===== src/rtl/mc_ctrl.sv =====
// mc_ctrl: multicycle control FSM for the shared-memory MIPS datapath.
// Sequences fetch / decode / execute / memory / writeback. The run/step
// inputs let debug logic free-run the CPU or single-step one instruction.
//
// Ports
//   clk, rst         rising-edge clock, async active-high reset
//   op, funct        IR[31:26], IR[5:0]
//   zero             ALU zero flag (consumed by the datapath PC-write logic)
//   run, step        run level / single-step pulse
//   pc_write .. pc_source  datapath mux selects and write enables
//   instr_done       pulse in the last state of every instruction
//   halted           high while in WAIT
//   err              sticky illegal-opcode flag (held until rst)
//
// Moore machine: every output decodes from state_q only.
module mc_ctrl #(
  parameter bit RESET_RUN = 1'b1
) (
  input  logic       clk,
  input  logic       rst,
  input  logic [5:0] op,
  input  logic [5:0] funct,
  input  logic       zero,
  input  logic       run,
  input  logic       step,
  output logic       pc_write,
  output logic       pc_write_cond,
  output logic       i_or_d,
  output logic       mem_write,
  output logic       ir_write,
  output logic       reg_write,
  output logic       reg_dst,
  output logic       mem_to_reg,
  output logic       alu_src_a,
  output logic [1:0] alu_src_b,
  output logic [1:0] alu_op,
  output logic       ext_op,
  output logic [1:0] pc_source,
  output logic       instr_done,
  output logic       halted,
  output logic       err
);

  localparam logic [5:0] OP_RTYPE = 6'b000000;
  localparam logic [5:0] OP_LW    = 6'b100011;
  localparam logic [5:0] OP_SW    = 6'b101011;
  localparam logic [5:0] OP_BEQ   = 6'b000100;
  localparam logic [5:0] OP_J     = 6'b000010;
  localparam logic [5:0] OP_ADDI  = 6'b001000;
  localparam logic [5:0] OP_ORI   = 6'b001101;

  // IEXEC/IWB are split into plain and _OR flavours so that the ori
  // alu_op / zero-extend selection is carried by the state, not by op.
  typedef enum logic [3:0] {
    S_WAIT, S_FETCH, S_DECODE, S_REXEC, S_RWB, S_MADDR, S_MREAD, S_MWB,
    S_MWRITE, S_BR, S_JMP, S_IEXEC, S_IEXEC_OR, S_IWB, S_IWB_OR, S_ERR
  } state_t;

  state_t state_q, state_d;
  logic   run_q, run_d;

  // funct is decoded by the ALU control block; zero feeds the PC-write gate.
  logic unused_ok;
  assign unused_ok = ^{funct, zero};

  always_ff @(posedge clk or posedge rst) begin
    if (rst) begin
      state_q <= S_WAIT;
      run_q   <= RESET_RUN;
    end else begin
      state_q <= state_d;
      run_q   <= run_d;
    end
  end

  assign run_d = run;

  // Next-state logic
  always_comb begin
    state_d = state_q;
    unique case (state_q)
      S_WAIT:     if (run || step) state_d = S_FETCH;
      S_FETCH:    state_d = S_DECODE;
      S_DECODE: begin
        unique case (op)
          OP_RTYPE:      state_d = S_REXEC;
          OP_LW, OP_SW:  state_d = S_MADDR;
          OP_BEQ:        state_d = S_BR;
          OP_J:          state_d = S_JMP;
          OP_ADDI:       state_d = S_IEXEC;
          OP_ORI:        state_d = S_IEXEC_OR;
          default:       state_d = S_ERR;
        endcase
      end
      S_REXEC:    state_d = S_RWB;
      S_MADDR:    state_d = (op == OP_LW) ? S_MREAD : S_MWRITE;
      S_MREAD:    state_d = S_MWB;
      S_IEXEC:    state_d = S_IWB;
      S_IEXEC_OR: state_d = S_IWB_OR;
      S_RWB, S_MWB, S_MWRITE, S_BR, S_JMP, S_IWB, S_IWB_OR:
                  state_d = run_q ? S_FETCH : S_WAIT;
      S_ERR:      state_d = S_ERR;
      default:    state_d = S_WAIT;
    endcase
  end

  // Output decode from state only
  always_comb begin
    pc_write      = 1'b0;
    pc_write_cond = 1'b0;
    i_or_d        = 1'b0;
    mem_write     = 1'b0;
    ir_write      = 1'b0;
    reg_write     = 1'b0;
    reg_dst       = 1'b0;
    mem_to_reg    = 1'b0;
    alu_src_a     = 1'b0;
    alu_src_b     = 2'b00;
    alu_op        = 2'b00;
    ext_op        = 1'b1;
    pc_source     = 2'b00;
    instr_done    = 1'b0;
    halted        = 1'b0;
    err           = 1'b0;
    unique case (state_q)
      // WAIT is the reset state, where every control output is low.
      S_WAIT: begin
        halted = 1'b1;
        ext_op = 1'b0;
      end
      S_FETCH: begin
        ir_write  = 1'b1;
        pc_write  = 1'b1;
        alu_src_b = 2'b01;
      end
      S_DECODE:   alu_src_b = 2'b11;
      S_REXEC: begin
        alu_src_a = 1'b1;
        alu_op    = 2'b10;
      end
      S_RWB: begin
        reg_write  = 1'b1;
        reg_dst    = 1'b1;
        instr_done = 1'b1;
      end
      S_MADDR: begin
        alu_src_a = 1'b1;
        alu_src_b = 2'b10;
      end
      S_MREAD:    i_or_d = 1'b1;
      S_MWB: begin
        reg_write  = 1'b1;
        mem_to_reg = 1'b1;
        instr_done = 1'b1;
      end
      S_MWRITE: begin
        i_or_d     = 1'b1;
        mem_write  = 1'b1;
        instr_done = 1'b1;
      end
      S_BR: begin
        alu_src_a     = 1'b1;
        alu_op        = 2'b01;
        pc_write_cond = 1'b1;
        pc_source     = 2'b01;
        instr_done    = 1'b1;
      end
      S_JMP: begin
        pc_write   = 1'b1;
        pc_source  = 2'b10;
        instr_done = 1'b1;
      end
      S_IEXEC: begin
        alu_src_a = 1'b1;
        alu_src_b = 2'b10;
      end
      S_IEXEC_OR: begin
        alu_src_a = 1'b1;
        alu_src_b = 2'b10;
        alu_op    = 2'b11;
        ext_op    = 1'b0;
      end
      S_IWB: begin
        reg_write  = 1'b1;
        instr_done = 1'b1;
      end
      // Immediate still on the ALU path; keep it zero-extended.
      S_IWB_OR: begin
        reg_write  = 1'b1;
        ext_op     = 1'b0;
        instr_done = 1'b1;
      end
      S_ERR:      err = 1'b1;
      default: ;
    endcase
  end

endmodule


===== config.mk =====
export PLATFORM = sky130hd
export DESIGN_NAME = mc_ctrl
export DESIGN_NICKNAME = d
export VERILOG_FILES = /design/src/rtl/mc_ctrl.sv
export SDC_FILE = /design/constraint.sdc
export NUM_CORES = 1
export LEC_CHECK = 0
export ABC_AREA = 1
export CAP_MARGIN = 20
export CORE_UTILIZATION = 39
export DETAILED_ROUTE_END_ITERATION = 6
export HOLD_SLACK_MARGIN = 0.03
export PLACE_DENSITY_LB_ADDON = 0.25
export RECOVER_POWER = 100
export SLEW_MARGIN = 20
export SYNTH_ARGS = -nofsm -noshare
export SYNTH_HDL_FRONTEND = slang
export SYNTH_SLANG_ARGS = --single-unit

===== constraint.sdc =====
create_clock -name clk -period 2 [get_ports clk]
set_input_delay 0.3 -clock clk [delete_from_list [all_inputs] [get_ports clk]]
set_output_delay 0.3 -clock clk [all_outputs]
set_load 0.03 [all_outputs]

# --- After elaboration in Yosys (flattened, before gate mapping) ---
# Index checks and enable logic that the tools add are counted.
totals:
  input_bits: 17
  ff_bits: 5
  wordCells: 56
  output_inout_bits: 19
classes:
  n_reduce_logical: 11
  n_mux: 21
  eq_ne: 22
ops:
  columns: ["op", "n"]
  rows:
  - ["$pmux 4 s10", 1]
  - ["$eq 4x4->1 const B", 8]
  - ["$pmux 4 s6", 1]
  - ["$eq 4x3->1 const B", 4]
  - ["$mux 1", 14]
  - ["$eq 6x4->1 const B", 2]
  - ["$eq 6x6->1 const B", 2]
  - ["$pmux 2 s3", 2]
  - ["$eq 4x2->1 const B", 2]
  - ["$mux 4", 2]
  - ["$reduce_or 7->1", 1]
  - ["$eq 6x2->1 const B", 1]
  - ["$eq 6x3->1 const B", 1]
  - ["$logic_not 6->1", 1]
  - ["$reduce_or 2->1", 3]
  - ["$reduce_or 3->1", 2]
  - ["$reduce_or 5->1", 1]
  - ["$eq 4x1->1 const B", 1]
  - ["$logic_not 4->1", 1]
  - ["$pmux 2 s2", 1]
  - ["$reduce_or 4->1", 1]
  - ["$ne 2x2->1 const B", 1]
  - ["$logic_or 1x1->1", 1]

# --- Logic depth before layout (Yosys ltp) ---
# Gate-level depths: netlist of run 1.
depth:
  depth_word: 4
  mapped_depth: 9
  ltp_nobuf: 9

# --- Least setup slack after synthesis of run 1 ---
# No wires, ideal clock.
synth_path:
  path_type: "reg-to-output"
  from: "register state_q[2]"
  to: "output pc_write"
  t_required_ns: 1.700
  n_path_buf: 0
  path_stages_with_launch: 6
  t_arrival_ns: 1.509
  path_slack_ns: 0.191
  path_cell_list: "dfrtp_1 > inv_1 > nand2_1 > nor2_1 > inv_1 > o21ai_0"
synth_via:
  elab_chain_len: 3
  elab_cells_between_ends: 4
  cone_classes: "eq/ne (2); mux (1); reduce/logical (1)"
synth_lines:
  columns: ["element", "line_no", "rtl"]
  rows:
  - ["start: declaration", "59", "state_t state_q, state_d;"]
  - ["start signal: assignment", "71", "state_q <= state_d;"]
  - ["$eq 4x4->1 / $eq 4x1->1 (equally long branches)", "125", "unique case (state_q)"]
  - ["$reduce_or 2->1 (no line) *", null, null]
  - ["$mux 1 *", "125", null]
  - ["end: declaration", "26", "output logic pc_write,"]
# Every way passes the cells marked *; elsewhere a longest branch is shown, timed or not.

# --- Final worst setup path of run 1 ---
layout_path:
  from: "register state_q[2]"
  to: "output pc_source[0]"
layout_via:
  elab_chain_len: 2
  elab_cells_between_ends: 3
  cone_classes: "eq/ne (2); mux (1)"
layout_lines:
  columns: ["element", "line_no", "rtl"]
  rows:
  - ["$eq 4x4->1", "125", null]
  - ["$pmux 2 s2 *", "125", null]
  - ["end: declaration", "38", "output logic [1:0] pc_source,"]
# Marked as above.

==> results_dict.tcl, run 1 <==
set metrics [dict create \
    yosys.area.top_type "nand2_1" \
    total_power_mw 0.2601 \
    setup_tns_ns 0 \
    rows 13 \
    ys_warn_count 0 \
    synthArstFlopShare 1.000 \
    fp.dieW_um 41.12 \
    rsz0062_at_grt "false" \
    ys_ff_latch 5 \
    die_area_um2 1691 \
    viasPerCell 4.830 \
    cts.clk_slew.worst_paths_ns 0.05 \
    synth-edff-count 0 \
    critPathRequiredTime_ns 1.70 \
    ys_top_cells_by_area "nand2_1, dfrtp_1, inv_1" \
    fin_crit_sh 0.9415 \
    yosysMostFrequentCell "nand2_1" \
    synth.avg_cell_area_um2 5.190 \
    cts_max_level 1 \
    nets 168 \
    synth.cell_area_um2 596.8 \
    cp-start-kind "flop" \
    drtIter0Drc 28 \
    vias 797 \
    initial_core_util 0.4368 \
    max_cap_violations 0 \
    cts_setup_buffers 0 \
    core_area_um2 1366 \
    cp_max_fo 6 \
    grt_overflow 0 \
    synth_top_area_frac 0.1950 \
    synth_nets 132 \
    setup_violations 0 \
    yosys_most_used_dff "dfrtp_1" \
    numCtsBuffers 3 \
    antennaDiodeCount 0 \
    skew_ns 0.001881 \
    max_clock_freq_mhz 531.1 \
    layout_min_cycle_time_ns 1.883 \
    max-slew-margin-rel 0.7557 \
    synthDistinctLibCells 17 \
    place_hpwl_mm 1.388 \
    finalInstanceArea_um2 889.6 \
    worst_slack_ns 0.1170 \
    hold_path.class "in -> async" \
    ios 36 \
    die-height_um 41.12 \
    whs_ns 0.4099 \
    worstSetupPathType "reg -> out" \
    drv_slew 0 \
    p_leak_nw 0.5343 \
    grt_pass1_wl_mm 2.539 \
    cts.sinks 5 \
    drtPass1Iterations 4 \
    clk_latency_ns 0.24 \
    layout-drive-gt1-share 0.1200 \
    antenna_found_initial 0 \
    ir_drop_v 0.0002621 \
    status "finished clean" \
    p_per_area_nw_per_um2 292.4 \
    drtAntennaViolNets 0 \
    worstMarginPinSlew_ns 0.3680 \
    drc 0 \
    syn_inst 115 \
    grt_usage 0.2254 \
    tritoncts "built" \
    port_buffers 28 \
    wl_per_cell_um 10.12 \
    gp_congestion 0.7692 \
    clk_path_buf_depth 2 \
    hold_viol_final 0 \
    grt_pass1_vias 616 \
    cts_root_buf "clkbuf_4" \
    synth_common_cells "nand2_1, inv_1, nor2_1" \
    yosysSeqAreaShare 0.2117 \
    arrival_ns 1.58 \
    dpl_cell_area_um2 918.4 \
    endpoint_kind "primary output" \
    wl_mm 1.670 \
    grt_max_degree 7 \
    synthToLayoutAreaGrowth_pct 49.06 \
    dp_slack_ns 0.02389 \
]
## placed cells by master, fill, tap and decap left out, drive strengths merged
cell type	Yosys	routed
nand2	33	33
inv	26	26
nor2	25	25
nand3	13	13
clkbuf	0	12
dlygate4sd2	0	11
o21ai	6	6
clkdlybuf4s50	0	6
buf	1	4
dfrtp	4	4
dlygate4sd3	0	3
nand4	2	2
o211ai	1	1
a31oi	1	1
a21oi	1	1
and2	1	1
dfstp	1	1
## final timing paths
check	start	depth (start not counted)	slack, ns	endpoint
worst max-delay path	state_q[2]	5	0.12	pc_source[0]
worst min register to register	run_q	4	0.58	state_q[0]
worst min-delay path	rst	2	0.41	state_q[0]
max in group asynchronous	rst	2	1.35	run_q
worst max register to register	state_q[3]	9	0.57	state_q[2]
min in group clk	run_q	4	0.58	state_q[0]
## metrics by stage
stage                       util  std cells
after global routing      0.6511        165
final                     0.6511        165
after global placement    0.6722        161
after floorplan                -        115
after detailed placement  0.6722        161
after CTS                 0.6758        165
## what timing repair did
action	in CTS	in global routing
endpoints found under the setup margin	17	8
pin swaps	0	0
gates resized for setup	17	17
hold buffers	0	0
## power breakdown
part	internal [mW]	switching (mW)
clock	0.0755	0.0426
combinational	0.0199	0.0186
sequential	0.103	0.000283
## cell families (layout without fill, tap and decap cells)
logic type	count (synthesis)	count (layout)	share of synthesized area
buf+inv	27	62	0.1761
compound gates	9	9	0.08177
simple gates	74	74	0.5304
flops	5	5	0.2118
## metal layers
| layer | track usage | vias up | wire length [µm] |
|---|---|---|---|
| met5 | 0 | - | 0 |
| met4 | 0.04839 | 0 | 0 |
| met1 | 0.2695 | 353 | 745 |
| met3 | 0.03261 | 0 | 72 |
| met2 | 0.4180 | 22 | 852 |
| li1 | - | 422 | - |
## sequential cells by signal, indices dropped and copies added (netlist names)
register	count
state_q	4
run_q	1
## area by class of cell
class,count,area (µm²)
multi-input cells,83,367.9
clock buffers,4,26.28
inverters,26,97.59
well taps,15,18.77
fillers,149,476.7
flip-flops and latches,5,126.4
repair buffers,32,252.7
## critical path, cell delays in order (launching register included)
cell           delay, ns
dfrtp_1             0.37
inv_1               0.14
nand2_1             0.15
nor2_1              0.17
buf_4               0.13
dlygate4sd2_1       0.39
Power figures use the tool's default switching activity.
==> run 2: changes to the inputs <==
--- a/config.mk
+++ b/config.mk
@@ -8,6 +8,7 @@
 export ABC_AREA = 1
 export CAP_MARGIN = 20
 export CORE_UTILIZATION = 39
+export CTS_BUF_LIST = sky130_fd_sc_hd__clkbuf_16
 export DETAILED_ROUTE_END_ITERATION = 6
 export HOLD_SLACK_MARGIN = 0.03
 export PLACE_DENSITY_LB_ADDON = 0.25
==> run 2 against run 1 <==
Die area unchanged; first-iteration DRC count down 54%; combinational power about the same; sequential share of layout area down 0.86 points; sequential cell count unchanged; critical path depth up 1; non-clock buffer count unchanged; clock skew down 0.0016 ns; hold slack better by 0.014 ns; worst setup slack worse by 0.035 ns; total power up 78%; largest power group unchanged; highest routed layer is now met4.
==> results_dict.tcl, run 2 (synthesis results as in run 1) <==
set metrics [dict create \
    p_leak_nw 0.5560 \
    setup_tns_ns 0 \
    antennaDiodeCount 0 \
    layout_common_cells "nand2_1, inv_1, nor2_1" \
    clk_path_buf_depth 2 \
    drv_slew 0 \
    fillCellCount 130 \
    cts.sinks 5 \
    seqCellArea_um2 126.4 \
    cts_hold_buf 0 \
    antenna_found_initial 0 \
    status "finished clean" \
    worstMarginPinSlew_ns 0.3691 \
    grt_max_degree 7 \
    finalInstanceArea_um2 947.2 \
    fp.dieW_um 41.12 \
    cts_max_level 1 \
    numCtsBuffers 3 \
    drtIter0Drc 13 \
    cp_max_fo 6 \
    nets 168 \
    grt_pass1_wl_mm 2.663 \
    largestRegisters "state_q: 4 flops, run_q: 1 flops" \
    clk_latency_ns 0.22 \
    dpl_cell_area_um2 918.4 \
    vias 814 \
    arrival_ns 1.62 \
    wl_per_cell_um 10.88 \
    viasPerCell 4.933 \
    max_clock_freq_mhz 521.4 \
    max_cap_violations 0 \
    ios 36 \
    hold_viol_final 0 \
    ir_drop_v 0.0003888 \
    setup_violations 0 \
    postLayoutCoreUtil 0.6932 \
    critPathRequiredTime_ns 1.70 \
    endpoint_kind "primary output" \
    place_hpwl_mm 1.388 \
    max-slew-margin-rel 0.7550 \
    drtPass1Iterations 4 \
    cts_resized 17 \
    cp-start-kind "flop" \
    regMostFlops "state_q" \
    drc 0 \
    synthToLayoutAreaGrowth_pct 58.70 \
    die_area_um2 1691 \
    gp_congestion 0.7692 \
    layout_min_cycle_time_ns 1.918 \
    hold_path.class "in -> async" \
    total_power_mw 0.4630 \
    drtAntennaViolNets 0 \
    cts.clk_slew.worst_paths_ns 0.03 \
    rsz0062_at_grt "false" \
    largest_reg_flops 4 \
    tritoncts "built" \
    grt_pass1_vias 629 \
    grt_usage 0.2411 \
    worstSetupPathType "reg -> out" \
    rows 13 \
    grt_overflow 0 \
    port_buffers 28 \
    multiInputGateArea_um2 365.4 \
    final_common_cell "nand2_1" \
    cts_setup_buffers 0 \
    wl_mm 1.795 \
    layout-drive-gt1-share 0.1067 \
    initial_core_util 0.4368 \
    p_per_area_nw_per_um2 488.8 \
    core_area_um2 1366 \
    fin_crit_sh 0.9590 \
    skew_ns 0.0003050 \
    die-height_um 41.12 \
    cts_root_buf "clkbuf_16" \
]
-- run 2: cell count changes in the layout (fill, tap and decap cells not counted), sizes merged --
cell	before	now
dlygate4sd2	11	13
inv	26	27
clkbuf	12	10
buf	4	3
-- run 2: power by group --
group | leakage [nW] | switching [mW] | internal (mW)
clock network | 0.0423 | 0.0621 | 0.259
registers | 0.0455 | 0.000299 | 0.104
logic | 0.468 | 0.0185 | 0.0198
-- run 2: worst paths after layout --
path | start | endpoint | slack (ns) | cells after the start
worst max-delay path | state_q[2] | pc_write | 0.08 | 6
worst min-delay path | rst | state_q[2] | 0.42 | 2
worst max register to register | state_q[3] | state_q[2] | 0.52 | 9
worst min register to register | run_q | state_q[0] | 0.59 | 4
max in group asynchronous | rst | run_q | 1.34 | 2
min in group clk | run_q | state_q[0] | 0.59 | 4
-- run 2: final cells by class --
cell class	instances	area share
multi-input cells	83	0.3857
repair buffers	32	0.2748
inverters	26	0.1030
clock inverters	1	0.003963
clock buffers	3	0.07926
flip-flops and latches	5	0.1334
well taps	15	0.01982
-- run 2: routing by layer --
metal,global-route usage,up-vias,part of all wire
met5,0,-,0
met4,0.09677,0,0.011
met3,0.03261,2,0.035
met2,0.4336,21,0.51
met1,0.2825,368,0.45
li1,-,423,-
-- run 2: through the flow --
stage                     hold WS [ns]  instances  setup slack [ns]
after detailed placement        0.5259        161           0.02389
after CTS                       0.2912        165           0.01971
after floorplan                0.07779        115            0.1911
after global routing            0.4472        165          0.006145
after global placement          0.5043        161           0.05691
final                           0.4244        165           0.08208
-- run 2: critical path: stages, from the launching register on --
cell	delay, ns
dfrtp_1	0.36
inv_1	0.14
nand2_1	0.14
nor2_1	0.16
inv_1	0.09
o21ai_0	0.08
dlygate4sd2_1	0.42
==> run 3: changes to the inputs <==
--- a/config.mk
+++ b/config.mk
@@ -11,9 +11,8 @@
 export CTS_BUF_LIST = sky130_fd_sc_hd__clkbuf_16
 export DETAILED_ROUTE_END_ITERATION = 6
 export HOLD_SLACK_MARGIN = 0.03
-export PLACE_DENSITY_LB_ADDON = 0.25
+export PLACE_DENSITY = 0.89
 export RECOVER_POWER = 100
-export SLEW_MARGIN = 20
 export SYNTH_ARGS = -nofsm -noshare
 export SYNTH_HDL_FRONTEND = slang
 export SYNTH_SLANG_ARGS = --single-unit
==> run 3 against run 2 <==
Hold slack got worse by 0.021 ns; largest power group unchanged; routed wire length fell by 3.5%; highest routed layer unchanged; clock power rose by 4%.
==> results_dict.tcl, run 3 (synthesis results as in run 1) <==
set metrics [dict create \
    status "finished clean" \
    setup_tns_ns 0 \
    dpl_cell_area_um2 910.9 \
    antenna_found_initial 0 \
    whs_ns 0.4034 \
    drtAntennaViolNets 0 \
    total_power_mw 0.4776 \
    drtIter0Drc 32 \
    p_per_area_nw_per_um2 505.6 \
    die-height_um 41.12 \
    initial_core_util 0.4368 \
    worstSetupPathType "reg -> out" \
    tritoncts "built" \
    worst_slack_ns 0.1236 \
    numCtsBuffers 3 \
    max_cap_violations 0 \
    die_area_um2 1691 \
    place_hpwl_mm 1.306 \
    finalInstanceArea_um2 944.7 \
    layout_min_cycle_time_ns 1.876 \
    nets 167 \
    clk_path_buf_depth 2 \
    switching_power_mw 0.09436 \
    cp_max_fo 6 \
    placed_cells 160 \
    regMostFlops "state_q" \
    largestRegisters "state_q: 4 flops, run_q: 1 flops" \
    cts_root_buf "clkbuf_16" \
    switching_share 0.1976 \
    fp.dieW_um 41.12 \
    wl_per_cell_um 10.57 \
    setup_violations 0 \
    hold_viol_final 0 \
    wl_mm 1.733 \
    fin_cells 164 \
    final_common_cell "nand2_1" \
    layout_common_cells "nand2_1, inv_1, nor2_1" \
    ir_drop_v 0.0005019 \
    grt_max_degree 8 \
    grt_pass1_wl_mm 2.739 \
    endpoint_kind "primary output" \
    rows 13 \
    arrival_ns 1.58 \
    hold_path.class "in -> async" \
    drtPass1Iterations 4 \
    vias 799 \
    cell_internal_pwr_mw 0.3832 \
    cts.sinks 5 \
    cp-start-kind "flop" \
    pwr-share-clk 0.701 \
    synthToLayoutAreaGrowth_pct 58.28 \
    gp_congestion 0.7921 \
    largest_reg_flops 4 \
    viasPerCell 4.872 \
    seq_power_share 0.217 \
    clk_latency_ns 0.23 \
    postLayoutCoreUtil 0.6914 \
    antennaDiodeCount 0 \
    dp_slack_ns 0.03532 \
    core_area_um2 1366 \
    cts_max_level 1 \
    cts.clk_slew.worst_paths_ns 0.04 \
    drc 0 \
    comb_power_share 0.081 \
    p_leak_nw 0.5678 \
    grt_pass1_vias 655 \
    grt_usage 0.2525 \
    critPathRequiredTime_ns 1.70 \
    port_buffers 28 \
    max-slew-margin-rel 0.7583 \
    drv_slew 0 \
    skew_ns 0.004813 \
    grt_overflow 0 \
    max_clock_freq_mhz 532.9 \
    cts_hold_buf 0 \
    fin_crit_sh 0.9382 \
    ios 36 \
    worstMarginPinSlew_ns 0.3641 \
    layout-drive-gt1-share 0.1141 \
]
## run 3: worst paths after layout
kind | slack, ns | from | cells past startpoint | to
setup / recovery | 0.12 | state_q[2] | 5 | pc_source[0]
hold / removal | 0.40 | rst | 2 | state_q[3]
setup reg to reg | 0.66 | state_q[3] | 8 | state_q[2]
hold reg to reg | 0.62 | run_q | 4 | state_q[0]
max in group asynchronous | 1.36 | rst | 2 | run_q
min in group clk | 0.62 | run_q | 4 | state_q[0]
## run 3: layout make-up
cell class,instances,area (µm²)
sequential,5,127.6
inverter,26,97.59
tap,15,18.77
fill,129,421.7
timing repair buffer,31,254.0
multi-input combinational,83,367.9
clock buffer,3,75.07
clock inverter,1,3.754
## run 3: routing by layer
layer  track usage  vias to the layer above  routed length, µm
met1        0.3029                      345                743
met4       0.07258                        0                 22
met2        0.4375                       34                850
met3       0.06522                        2                116
li1              -                      418                  -
met5             0                        -                  0
## run 3: worst max-delay path, stage by stage, from the launching register on
cell,delay [ns]
dfrtp_1,0.36
inv_1,0.14
nand2_1,0.15
nor2_1,0.17
buf_4,0.13
dlygate4sd2_1,0.39
## run 3: repair_timing
item,in CTS,in global routing
setup endpoints to repair,17,7
gates resized for setup,17,13
pin swaps,0,0
setup buffers,0,0
## run 3: power groups by stage
stage	clock network, mW	registers (mW)	logic (mW)
after floorplan	0	0.105	0.0158
after global placement	0	0.105	0.0376
after detailed placement	0	0.105	0.0396
after CTS	0.340	0.104	0.0400
after global routing	0.341	0.104	0.0446
final	0.335	0.104	0.0388
